--- src/rtl/masked_subbytes_sequencer_pkg.sv ---
// Shared types and helpers for the masked byte-serial SubBytes sequencer:
// masked state typedef, sequencer FSM states, S-box latency per stage type
// and the fused (Inv)ShiftRows destination index.
package masked_subbytes_sequencer_pkg;

    localparam int NUM_BYTES          = 16;
    localparam int NUM_SHARES_DEFAULT = 2;

    typedef logic [7:0] bv8_t;
    typedef bv8_t [NUM_BYTES-1:0][NUM_SHARES_DEFAULT-1:0] masked_state_t;

    typedef enum logic [1:0] {
        ST_IDLE  = 2'd0,
        ST_FEED  = 2'd1,
        ST_DRAIN = 2'd2,
        ST_DONE  = 2'd3
    } seq_state_e;

    // Known masked S-box micro-architectures and their input-to-output latency.
    typedef enum logic [1:0] {
        SBOX_STAGE_REG      = 2'd0,
        SBOX_STAGE_DOM      = 2'd1,
        SBOX_STAGE_DOM_FULL = 2'd2
    } sbox_stage_e;

    function automatic int sbox_latency(input sbox_stage_e stage);
        case (stage)
            SBOX_STAGE_REG:      return 1;
            SBOX_STAGE_DOM:      return 3;
            SBOX_STAGE_DOM_FULL: return 5;
            default:             return 3;
        endcase
    endfunction

    // Byte j = row + 4*col. Encryption moves it to column (col - row) mod 4,
    // decryption to column (col + row) mod 4; the row never changes.
    function automatic logic [3:0] shiftrows_dest(input logic [3:0] index, input logic enc);
        logic [1:0] row;
        logic [1:0] col;
        logic [1:0] col_dst;
        row     = index[1:0];
        col     = index[3:2];
        col_dst = enc ? (col - row) : (col + row);
        return {col_dst, row};
    endfunction

endpackage

--- src/rtl/masked_subbytes_sequencer_tag_delay.sv ---
// masked_tag_delay: DEPTH-stage register line carrying {valid, index} tags
// alongside the external S-box pipeline. busy_o flags any valid tag in flight.
module masked_tag_delay #(
    parameter int DEPTH = 3,
    parameter int WIDTH = 5
) (
    input  logic             clk,
    input  logic             srst,
    input  logic [WIDTH-1:0] tag_i,
    output logic [WIDTH-1:0] tag_o,
    output logic             busy_o
);

    logic [WIDTH-1:0] stage_q [DEPTH];

    // Shift tags one stage per cycle; reset flushes every stage.
    always_ff @(posedge clk) begin
        if (srst) begin
            for (int i = 0; i < DEPTH; i++) begin
                stage_q[i] <= '0;
            end
        end else begin
            stage_q[0] <= tag_i;
            for (int i = 1; i < DEPTH; i++) begin
                stage_q[i] <= stage_q[i-1];
            end
        end
    end

    // Any valid bit (MSB) anywhere in the line means a write is still pending.
    always_comb begin
        busy_o = 1'b0;
        for (int i = 0; i < DEPTH; i++) begin
            busy_o = busy_o | stage_q[i][WIDTH-1];
        end
    end

    assign tag_o = stage_q[DEPTH-1];

endmodule

--- src/rtl/masked_subbytes_sequencer.sv ---
// Byte-serial masked SubBytes sequencer. Streams the 16 bytes of a latched
// masked state through one external masked S-box and collects the results.
// Shares are moved around untouched; they are never combined here.
// Optional macro MASKED_SUBBYTES_SHIFTROWS_EN fuses (Inv)ShiftRows into the
// write-back address; otherwise byte j is written back to position j.
module masked_subbytes_sequencer
    import masked_subbytes_sequencer_pkg::*;
#(
    parameter int NUM_SHARES   = 2,
    parameter int SBOX_LATENCY = sbox_latency(SBOX_STAGE_DOM)
) (
    input  logic                                  in_clock,
    input  logic                                  in_reset,
    input  logic [NUM_BYTES-1:0][NUM_SHARES-1:0][7:0] in_state,
    input  logic                                  in_enc,
    input  logic                                  in_valid,
    output logic                                  out_ready,
    output logic [NUM_SHARES-1:0][7:0]            out_sbox_a,
    output logic                                  out_sbox_enc,
    input  logic [NUM_SHARES-1:0][7:0]            in_sbox_b,
    output logic [NUM_BYTES-1:0][NUM_SHARES-1:0][7:0] out_state,
    output logic                                  out_valid,
    input  logic                                  in_ready
);

    seq_state_e state_q, state_d;
    logic [3:0] k_q, k_d;
    logic       accept;
    logic       enc_q;
    logic [NUM_BYTES-1:0][NUM_SHARES-1:0][7:0] in_regs_q;

    logic [4:0] tag_in;
    logic [4:0] tag_out;
    logic       tag_busy;
    logic [3:0] wr_dest;

    // Next-state, feed counter and handshake outputs.
    always_comb begin
        state_d   = state_q;
        k_d       = k_q;
        accept    = 1'b0;
        out_ready = 1'b0;
        out_valid = 1'b0;
        case (state_q)
            ST_IDLE: begin
                out_ready = 1'b1;
                if (in_valid) begin
                    accept  = 1'b1;
                    k_d     = 4'd0;
                    state_d = ST_FEED;
                end
            end
            ST_FEED: begin
                k_d = k_q + 4'd1;
                if (k_q == 4'd15) begin
                    state_d = ST_DRAIN;
                end
            end
            ST_DRAIN: begin
                if (!tag_busy) begin
                    state_d = ST_DONE;
                end
            end
            ST_DONE: begin
                out_valid = 1'b1;
                if (in_ready) begin
                    state_d = ST_IDLE;
                end
            end
            default: state_d = ST_IDLE;
        endcase
    end

    // State register, feed counter, and input/direction latches taken on accept.
    always_ff @(posedge in_clock) begin
        if (in_reset) begin
            state_q   <= ST_IDLE;
            k_q       <= 4'd0;
            enc_q     <= 1'b0;
            in_regs_q <= '0;
        end else begin
            state_q <= state_d;
            k_q     <= k_d;
            if (accept) begin
                in_regs_q <= in_state;
                enc_q     <= in_enc;
            end
        end
    end

    // S-box feed: current byte during FEED only, all-zero shares otherwise.
    always_comb begin
        out_sbox_a = '0;
        if (state_q == ST_FEED) begin
            out_sbox_a = in_regs_q[k_q];
        end
    end

    assign out_sbox_enc = enc_q;
    assign tag_in       = {state_q == ST_FEED, k_q};

    masked_tag_delay #(
        .DEPTH (SBOX_LATENCY),
        .WIDTH (5)
    ) u_tag_delay (
        .clk    (in_clock),
        .srst   (in_reset),
        .tag_i  (tag_in),
        .tag_o  (tag_out),
        .busy_o (tag_busy)
    );

`ifdef MASKED_SUBBYTES_SHIFTROWS_EN
    assign wr_dest = shiftrows_dest(tag_out[3:0], enc_q);
`else
    assign wr_dest = tag_out[3:0];
`endif

    generate
        for (genvar gi = 0; gi < NUM_BYTES; gi++) begin : g_out_byte
            logic [NUM_SHARES-1:0][7:0] byte_q;

            // Capture the returning S-box shares when the tag addresses this byte.
            always_ff @(posedge in_clock) begin
                if (in_reset) begin
                    byte_q <= '0;
                end else if (tag_out[4] && (wr_dest == 4'(gi))) begin
                    byte_q <= in_sbox_b;
                end
            end

            assign out_state[gi] = byte_q;
        end
    endgenerate

endmodule

--- config.mk ---
export PLATFORM = sky130hd
export DESIGN_NAME = masked_subbytes_sequencer
export DESIGN_NICKNAME = d
export VERILOG_FILES = /design/src/rtl/masked_subbytes_sequencer_pkg.sv /design/src/rtl/masked_subbytes_sequencer_tag_delay.sv /design/src/rtl/masked_subbytes_sequencer.sv
export SDC_FILE = /design/constraint.sdc
export NUM_CORES = 1
export LEC_CHECK = 0
export ABC_AREA = 1
export CORE_AREA = 3 3 216 218
export DETAILED_ROUTE_END_ITERATION = 16
export DIE_AREA = 0 0 219 221
export PLACE_DENSITY = 0.77
export SYNTH_ARGS = -nofsm -noshare
export SYNTH_HDL_FRONTEND = slang
export SYNTH_SLANG_ARGS = --single-unit
--- constraint.sdc ---
create_clock -name in_clock -period 2.9 [get_ports in_clock]
set_input_delay 0.58 -clock in_clock [delete_from_list [all_inputs] [get_ports in_clock]]
set_output_delay 0.58 -clock in_clock [all_outputs]
set_load 0.03 [all_outputs]
==> impl_metrics.py, run 1 <==
metrics = {
    "outcome": {
        "status": "complete, no violations",
    },
    "finish": {
        "drive_gt1_share_pct": 5.41,
        "layout-area-overhead-vs-synth_pct": 36.0,
        "fin_nets": 3662,
        "stdcell_count": 4030,
        "final_cell_mix": "nor2_1, o21ai_0, clkdlybuf4s50_1, dfxtp_1, inv_1",
        "final_common_cell": "nor2_1",
    },
    "worst_setup_path": {
        "critical_path_class": "reg -> out",
        "cp-start-kind": "flop",
        "cp.required_ns": 2.32,
        "crit_arrival_ns": 2.28,
        "path_max_fanout": 47,
        "endpoint_kind": "output port",
    },
    "yosys": {
        "synth.avg_cell_area_um2": 7.20,
        "async_flop_share_pct": 0,
        "syn_area_mm2": 0.0212,
        "synth_edf_count": 0,
        "yosysWarnings": 0,
        "ys_seq_area_share_pct": 50.5,
        "synthesis.nets": 3219,
        "synth_seq_cells": 534,
        "yosysUniqueCellTypes": 24,
        "ys.flop_type": "dfxtp_1",
        "netlist_instances": 2937,
    },
    "flow_run": {
        "maxCapViolations": 0,
    },
    "placement": {
        "place_congestion": 0.938,
        "dpl.hpwl_um": 53700,
        "dp.cells": 3921,
        "portBuffers": 551,
        "dpl_worst_slack_ns": 0.517,
    },
    "sta": {
        "period_minus_slack_ns": 2.86,
        "fin_setup_tns_ns": 0,
        "min_period_over_period_pct": 98.5,
        "worst_pin_slew_ns": 0.959,
        "hold_violations": 0,
        "setup_violations": 0,
        "setup_slack_ns": 0.0423,
        "clock.fmax_mhz": 350,
        "slew_headroom_pct": 35.8,
        "report.final.slew_viol_count": 0,
        "skew_ns": 0.0140,
        "rsz0062_at_grt": "true",
    },
    "routing": {
        "firstDrtPassIters": 5,
        "wl_um": 75300,
        "routedWlPerCell_um": 18.7,
        "drc": 0,
        "first_iter_violations": 1766,
        "routed_via_density": 5.33,
        "vias": 21500,
        "ant_nets": 0,
    },
    "cts": {
        "cts_tree": "yes",
        "clk_path_buf_depth": 3,
        "clkSinkCount": 534,
        "htree_num_levels": 2,
        "clock_latency_ns": 0.60,
        "cts_made_buffers": 53,
        "clkTransAtPathRegs_ns": 0.06,
        "hold_buffers": 0,
        "cts-root-buf": "clkbuf_16",
    },
    "die": {
        "start_util_pct": 46.9,
        "die_y_um": 221,
        "core_mm2": 0.0451,
        "die_area_mm2": 0.0484,
        "rows": 78,
        "io_pins": 552,
        "die_w_um": 219,
    },
    "power_and_ir_drop": {
        "internal_power_mw": 14.0,
        "p_seq_share_pct": 42.8,
        "p_sw_mw": 6.72,
        "p_per_area_mw_per_mm2": 721,
        "power_frac_comb_pct": 25.4,
        "ir_worst_vdd_mv": 0.523,
        "power.total_mw": 20.7,
        "power_frac_clock_pct": 31.7,
        "leakagePower_nw": 10.9,
        "switching_share_pct": 32.4,
    },
    "grt": {
        "gr-total-overflow": 0,
        "grt_usage_pct": 29.6,
        "grt_pass1_wl_um": 113000,
        "antenna_found_initial": 11,
        "grt_max_degree": 137,
        "grt_pass1_vias": 20100,
    },
    "min_path": {
        "min_path_type": "reg -> reg",
    },
}
## routing by layer
metal	track usage, %	vias to the layer above	share of wire, %
li1	-	10300	-
met1	36.8	9983	40
met2	50.6	987	48
met3	5.07	191	7.8
met4	12.2	2	4.2
met5	0	-	0.027
## state kept, by name, indices dropped and copies added (netlist names)
| signal | flops |
|---|---|
| in_regs_q | 256 |
| k_q | 4 |
| out_sbox_enc | 1 |
| out_state | 256 |
| state_q | 2 |
| u_tag_delay.stage_q | 15 |
## cell families (layout without fill, tap and decap cells)
kind of cell | Yosys count | count (layout) | synth area share (%)
compound gates | 774 | 774 | 18.5
flops | 534 | 534 | 50.5
fa+ha+maj | 5 | 5 | 0.296
simple gates | 1170 | 1170 | 21.8
other cells | 0 | 9 | 0
buf+inv | 454 | 938 | 8.83
## per-stage QoR
stage / util [%] / instance area (µm²) / hold slack, ns
4_1_cts: 63.6 / 28700 / 0.399
3_5_place_dp: 59.9 / 27000 / 0.397
3_3_place_gp: 59.9 / 27000 / 0.397
2_1_floorplan: - / 21200 / 0.388
5_1_grt: 63.8 / 28800 / 0.426
6_report: 63.8 / 28800 / 0.400
## critical path: stages (launching register included)
cell	delay [ns]
dfxtp_4	0.44
buf_12	0.25
nor2_1	0.08
nor2_1	0.10
nand2_1	0.08
nand3_1	0.07
nand3_1	0.13
a21oi_1	0.28
buf_4	0.22
## cell usage after synthesis, types with 10 or more instances
cell type / n / share of area [%]
a21oi_1: 207 / 4.9
inv_1: 215 / 3.8
nor2_1: 810 / 14
buf_4: 10 / 0.35
nand3_1: 141 / 3.3
clkbuf_1: 125 / 2.2
buf_2: 71 / 1.7
dfxtp_1: 534 / 51
o21ai_0: 547 / 13
nand2_1: 206 / 3.7
o211ai_1: 16 / 0.57
inv_2: 17 / 0.30
## final cells by class
type	instances	area, µm²
clock buffer	83	1530
sequential	534	10700
timing repair buffer	608	6140
clock inverter	13	108
multi-input combinational	1949	8620
antenna	9	22.5
inverter	234	888
fill	3964	16300
tap	600	751
## timing repair
action                                  in CTS  in global routing
endpoints found under the setup margin       9                 15
setup buffers                                2                  1
resized for setup                            4                  6
cloned                                       0                  1
## power groups by stage
stage,logic [mW],clock network (mW),registers [mW]
after floorplan,3.45,0,8.88
after global placement,5.00,0,9.02
after detailed placement,5.10,0,9.05
after CTS,5.17,6.65,8.88
after global routing,5.91,6.98,8.98
final,5.27,6.58,8.88
## final timing paths
kind,startpoint,endpoint,slack (ns),cells past startpoint
setup / recovery,k_q[0]$_SDFFE_PP0P_,out_sbox_a[1],0.04,8
hold / removal,u_tag_delay.stage_q[0][2]$_SDFF_PP0_,u_tag_delay.stage_q[0][7]$_SDFF_PP0_,0.40,2
setup reg to reg,state_q[0]$_SDFFE_PP0P_,in_regs_q[75]$_SDFFE_PP0P_,0.77,6
hold reg to reg,u_tag_delay.stage_q[0][2]$_SDFF_PP0_,u_tag_delay.stage_q[0][7]$_SDFF_PP0_,0.40,2
No activity file was read; power rests on OpenSTA's default activity.
==> inputs of run 2 (changes only) <==
CTS_CLUSTER_DIAMETER = 60   (was unset)
==> run 2 against run 1 <==
  * Critical path depth did not move
  * Flip-flop and latch count did not move
  * Clock power rose by 6.2%
  * Largest power group unchanged
  * Largest cell class unchanged
==> impl_metrics.py, run 2 (synthesized netlist as in run 1, its figures left out) <==
metrics = {
    "routing": {
        "vias": 21400,
        "drc": 0,
        "ant_nets": 0,
        "first_iter_violations": 1862,
        "routedWlPerCell_um": 18.7,
        "routed_via_density": 5.31,
        "wl_um": 75500,
        "firstDrtPassIters": 5,
    },
    "grt": {
        "antenna_found_initial": 12,
        "grt_pass1_wl_um": 113000,
        "grt_pass1_vias": 20200,
        "gr-total-overflow": 0,
        "grt_max_degree": 137,
        "grt_usage_pct": 29.6,
    },
    "power_and_ir_drop": {
        "p_per_area_mw_per_mm2": 732,
        "leakagePower_nw": 11.0,
        "power_frac_clock_pct": 33.0,
        "power.total_mw": 21.2,
        "power_frac_comb_pct": 25.0,
        "p_sw_mw": 6.78,
        "switching_share_pct": 32.0,
        "internal_power_mw": 14.4,
        "p_seq_share_pct": 42.0,
        "ir_worst_vdd_mv": 0.535,
    },
    "min_path": {
        "min_path_type": "reg -> reg",
    },
    "worst_setup_path": {
        "crit_chain": "buf_12 -> nor2_1 -> nor2_1 -> nand2_1 -> nand3_1 -> nand3_1 -> a21oi_1 -> buf_4",
        "endpoint_kind": "output port",
        "cp-start-kind": "flop",
        "cp_slowest_stage_delay_ns": 0.44,
        "crit_arrival_ns": 2.29,
        "critical_path_class": "reg -> out",
        "path_max_fanout": 47,
        "crit_slowest_cell": "dfxtp_4",
        "cp.required_ns": 2.32,
    },
    "cts": {
        "cts_tree": "yes",
        "clkTransAtPathRegs_ns": 0.06,
        "clk_path_buf_depth": 3,
        "htree_num_levels": 2,
        "clkSinkCount": 534,
        "clock_latency_ns": 0.61,
        "cts-root-buf": "clkbuf_16",
        "cts_made_buffers": 54,
    },
    "finish": {
        "final_util_pct": 64.1,
        "drive_gt1_share_pct": 5.52,
        "final_common_cell": "nor2_1",
        "fin_nets": 3663,
        "final_cell_mix": "nor2_1, o21ai_0, clkdlybuf4s50_1, dfxtp_1, inv_1",
        "multi_input_area_mm2": 0.00863,
        "n_fill_cell": 3935,
        "layout-area-overhead-vs-synth_pct": 36.7,
        "register_area_mm2": 0.0107,
    },
    "sta": {
        "hold_violations": 0,
        "skew_ns": 0.0191,
        "rsz0062_at_grt": "true",
        "period_minus_slack_ns": 2.87,
        "slew_headroom_pct": 36.6,
        "min_period_over_period_pct": 98.8,
        "clock.fmax_mhz": 349,
        "setup_violations": 0,
        "report.final.slew_viol_count": 0,
        "worst_pin_slew_ns": 0.947,
    },
    "placement": {
        "dpl.hpwl_um": 53700,
        "portBuffers": 551,
        "place_congestion": 0.938,
    },
    "die": {
        "rows": 78,
        "die_w_um": 219,
        "start_util_pct": 46.9,
        "die_area_mm2": 0.0484,
        "die_y_um": 221,
        "io_pins": 552,
        "core_mm2": 0.0451,
    },
    "flow_run": {
        "maxCapViolations": 0,
    },
    "outcome": {
        "status": "complete, no violations",
    },
}
run 2: layer usage:
layer / GRT usage, % / share of wire, %
met5: 0 / 0.020
met4: 12.3 / 4.2
met3: 5.12 / 7.9
met1: 36.7 / 40
met2: 50.7 / 48
run 2: timing repair:
item | CTS | global route
resized for setup | 4 | 7
buffers inserted | 2 | 1
cloned | 0 | 1
endpoints found under the setup margin | 10 | 15
hold buffers | 0 | 0
run 2: final cells by class:
type,count,area share (%)
antenna,8,0.0692
clock buffer,87,5.59
clock inverter,11,0.554
inverter,234,3.07
multi-input combinational,1949,29.8
sequential,534,37.0
tap,600,2.60
timing repair buffer,608,21.3
run 2: power groups by stage:
stage / combinational [mW] / sequential (mW) / clock (mW)
2_1_floorplan: 3.45 / 8.88 / 0
3_3_place_gp: 5.00 / 9.02 / 0
3_5_place_dp: 5.10 / 9.05 / 0
4_1_cts: 5.17 / 8.88 / 7.07
5_1_grt: 5.91 / 8.98 / 7.38
6_report: 5.29 / 8.88 / 6.99
run 2: final timing paths:
check / startpoint / endpoint / slack [ns] / depth (start not counted)
setup / recovery: k_q[0]$_SDFFE_PP0P_ / out_sbox_a[1] / 0.03 / 8
hold / removal: u_tag_delay.stage_q[0][2]$_SDFF_PP0_ / u_tag_delay.stage_q[0][7]$_SDFF_PP0_ / 0.40 / 2
setup reg to reg: state_q[0]$_SDFFE_PP0P_ / in_regs_q[75]$_SDFFE_PP0P_ / 0.76 / 6
hold reg to reg: u_tag_delay.stage_q[0][2]$_SDFF_PP0_ / u_tag_delay.stage_q[0][7]$_SDFF_PP0_ / 0.40 / 2
run 2: worst max-delay path, delay by kind of cell, from the launching register on:
kind | cells | cell delay [ns]
simple gates | 5 | 0.45
compound gates | 1 | 0.29
flops | 1 | 0.44
buf+inv | 2 | 0.47
run 2: stage by stage:
| step | std cells | worst slack, ns | area [µm²] | hold WS, ns | TNS [ns] |
|---|---|---|---|---|---|
| 6_report | 4031 | 0.0339 | 28900 | 0.401 | 0 |
| 5_1_grt | 4030 | -0.0376 | 28900 | 0.423 | -0.185 |
| 4_1_cts | 4021 | 0.00536 | 28800 | 0.390 | 0 |
| 3_5_place_dp | 3921 | 0.517 | 27000 | 0.397 | 0 |
| 3_3_place_gp | 3921 | 0.534 | 27000 | 0.397 | 0 |
| 2_1_floorplan | 2937 | 0.751 | 21200 | 0.388 | 0 |
==> inputs of run 3 (changes only) <==
CAP_MARGIN = 20   (was unset)
CORE_AREA = 2 2 215 217   (was 3 3 216 218)
DIE_AREA = 0 0 217 219   (was 0 0 219 221)
==> run 3 against run 2 <==
  * The flow now finishes with violations (setup timing)
  * Combinational power grew 4.9%
  * Register-to-register slack better by 0.02 ns
  * Final cell count is 0.35% higher
  * Sequential share of layout area fell by 0.32 points
  * Wire length fell by 0.65%
  * Clock skew down 0.0066 ns
  * Die area decreased by 1.8%
==> impl_metrics.py, run 3 (synthesized netlist as in run 1, its figures left out) <==
metrics = {
    "sta": {
        "min_period_over_period_pct": 100,
        "setup_slack_ns": -0.00137,
        "worst_pin_slew_ns": 0.815,
        "report.final.slew_viol_count": 0,
        "hold_violations": 0,
        "clock.fmax_mhz": 345,
        "period_minus_slack_ns": 2.90,
        "skew_ns": 0.0125,
        "setup_violations": 1,
        "slew_headroom_pct": 45.5,
        "fin_setup_tns_ns": -0.00137,
    },
    "worst_setup_path": {
        "cp_slowest_stage_delay_ns": 0.36,
        "reg2reg_depth": 7,
        "endpoint_kind": "output port",
        "r2r-end": "in_regs_q[125]$_SDFFE_PP0P_",
        "crit_arrival_ns": 2.32,
        "path_max_fanout": 85,
        "r2r_slack_ns": 0.78,
        "startpoint": "k_q[1]$_SDFFE_PP0P_",
        "cp.required_ns": 2.32,
        "cpMostUsedCell": "nand3_1",
        "cp-start-kind": "flop",
        "crit_chain": "buf_12 -> nor2_1 -> nand2_1 -> nand3_1 -> nand3_1 -> a21oi_2 -> buf_4",
        "worstSetupEndpoint": "out_sbox_a[1]",
        "reg2reg_from": "state_q[0]$_SDFFE_PP0P_",
        "critical_path_class": "reg -> out",
        "crit_slowest_cell": "dfxtp_4",
    },
    "finish": {
        "fin_nets": 3671,
        "drive_gt1_share_pct": 6.35,
        "final_common_cell": "nor2_1",
        "multi_input_area_mm2": 0.00866,
        "n_fill_cell": 3890,
        "layout-area-overhead-vs-synth_pct": 37.9,
        "final_util_pct": 64.7,
        "stdcell_count": 4045,
        "final_cell_mix": "nor2_1, o21ai_0, clkdlybuf4s50_1, dfxtp_1, inv_1",
        "register_area_mm2": 0.0107,
    },
    "power_and_ir_drop": {
        "p_per_area_mw_per_mm2": 744,
        "ir_worst_vdd_mv": 0.499,
        "p_sw_mw": 7.00,
        "power_frac_comb_pct": 25.6,
        "internal_power_mw": 14.7,
        "switching_share_pct": 32.2,
        "p_seq_share_pct": 40.9,
        "power_frac_clock_pct": 33.5,
        "leakagePower_nw": 11.1,
    },
    "cts": {
        "cts-root-buf": "clkbuf_16",
        "clock_latency_ns": 0.60,
        "cts_tree": "yes",
        "clkTransAtPathRegs_ns": 0.06,
        "cts_made_buffers": 55,
        "hold_buffers": 0,
        "clk_path_buf_depth": 3,
        "htree_num_levels": 2,
        "clkSinkCount": 534,
    },
    "outcome": {
        "violations": "setup timing",
        "status": "finished, violations left",
    },
    "routing": {
        "routedWlPerCell_um": 18.5,
        "vias": 21500,
        "routed_via_density": 5.32,
        "drc": 0,
        "firstDrtPassIters": 8,
        "first_iter_violations": 2120,
        "wl_um": 75000,
        "ant_nets": 0,
    },
    "die": {
        "die_w_um": 217,
        "rows": 78,
        "io_pins": 552,
        "die_area_mm2": 0.0475,
        "core_mm2": 0.0451,
        "start_util_pct": 46.9,
        "die_y_um": 219,
    },
    "placement": {
        "dpl.hpwl_um": 53400,
        "portBuffers": 551,
        "place_congestion": 0.971,
        "dpl_worst_slack_ns": 0.487,
        "dp.cells": 3924,
    },
    "grt": {
        "grt_max_degree": 114,
        "gr-total-overflow": 0,
        "grt_usage_pct": 30.4,
        "grt_pass1_wl_um": 113000,
        "antenna_found_initial": 13,
        "grt_pass1_vias": 20500,
    },
    "flow_run": {
        "maxCapViolations": 0,
    },
    "min_path": {
        "min_path_type": "reg -> reg",
    },
}
[run 3: changes by cell type in the layout (fill, tap and decap cells not counted), moves of 4 or more]
cell,change
clkinv_2,+6
clkbuf_1,-12
a21oi_1,-4
buf_6,+9
buf_12,-4
clkbuf_8,+4
[run 3: worst min-delay path by stage]
stage                     cells after the start                                 start  slack, ns                                     to
after CTS                                     2  u_tag_delay.stage_q[0][5]$_SDFF_PP0_       0.39  u_tag_delay.stage_q[0][10]$_SDFF_PP0_
after global placement                        2  u_tag_delay.stage_q[0][3]$_SDFF_PP0_       0.40   u_tag_delay.stage_q[0][8]$_SDFF_PP0_
after floorplan                               2  u_tag_delay.stage_q[0][5]$_SDFF_PP0_       0.39  u_tag_delay.stage_q[0][10]$_SDFF_PP0_
after detailed placement                      2  u_tag_delay.stage_q[0][3]$_SDFF_PP0_       0.40   u_tag_delay.stage_q[0][8]$_SDFF_PP0_
after global routing                          2  u_tag_delay.stage_q[0][2]$_SDFF_PP0_       0.42   u_tag_delay.stage_q[0][7]$_SDFF_PP0_
final                                         2  u_tag_delay.stage_q[0][5]$_SDFF_PP0_       0.40  u_tag_delay.stage_q[0][10]$_SDFF_PP0_
[run 3: worst max-delay path: cells and delay by family, from the launching register on]
kind | cells | cell delay [ns]
AND/OR/NAND/NOR | 4 | 0.71
buffers and inverters | 2 | 0.41
flip-flops | 1 | 0.36
AO/OA/AOI/OAI | 1 | 0.22
[run 3: layout make-up]
cell class              instances  area share (%)
flip-flops and latches        534            36.7
multi-input cells            1949            29.7
repair buffers                615            21.4
clock buffers                  81            5.75
inverters                     234            3.05
well taps                     600            2.57
clock inverters                21           0.759
diodes                         11          0.0944
[run 3: routing by layer]
| metal | vias to the layer above | track usage [%] | wire [µm] |
|---|---|---|---|
| met5 | - | 0 | 0 |
| met4 | 0 | 16.9 | 3870 |
| met3 | 228 | 5.46 | 6260 |
| met2 | 1031 | 51.4 | 36000 |
| met1 | 9940 | 36.7 | 28900 |
| li1 | 10300 | - | - |
[run 3: repair_timing]
action / in CTS / in global routing
cloned: 1 / 2
endpoints found under the hold margin: 0 / 0
resized for setup: 6 / 24
setup buffers: 1 / 4
pin swaps: 0 / 6
endpoints found under the setup margin: 13 / 14
[run 3: through the flow]
step / cell area (µm²) / power, mW / hold slack, ns
after global routing: 29200 / 22.8 / 0.424
final: 29200 / 21.7 / 0.398
after detailed placement: 27000 / 14.2 / 0.397
after CTS: 29000 / 21.5 / 0.395
after global placement: 27000 / 14.1 / 0.395
after floorplan: 21200 / 12.3 / 0.388
[run 3: power by group through the flow]
stage	logic (mW)	clock network, mW	registers (mW)
floorplan	3.45	0	8.88
global placement	5.09	0	9.00
detailed placement	5.20	0	9.04
CTS	5.31	7.35	8.89
global route	6.16	7.65	8.97
finish	5.55	7.28	8.88
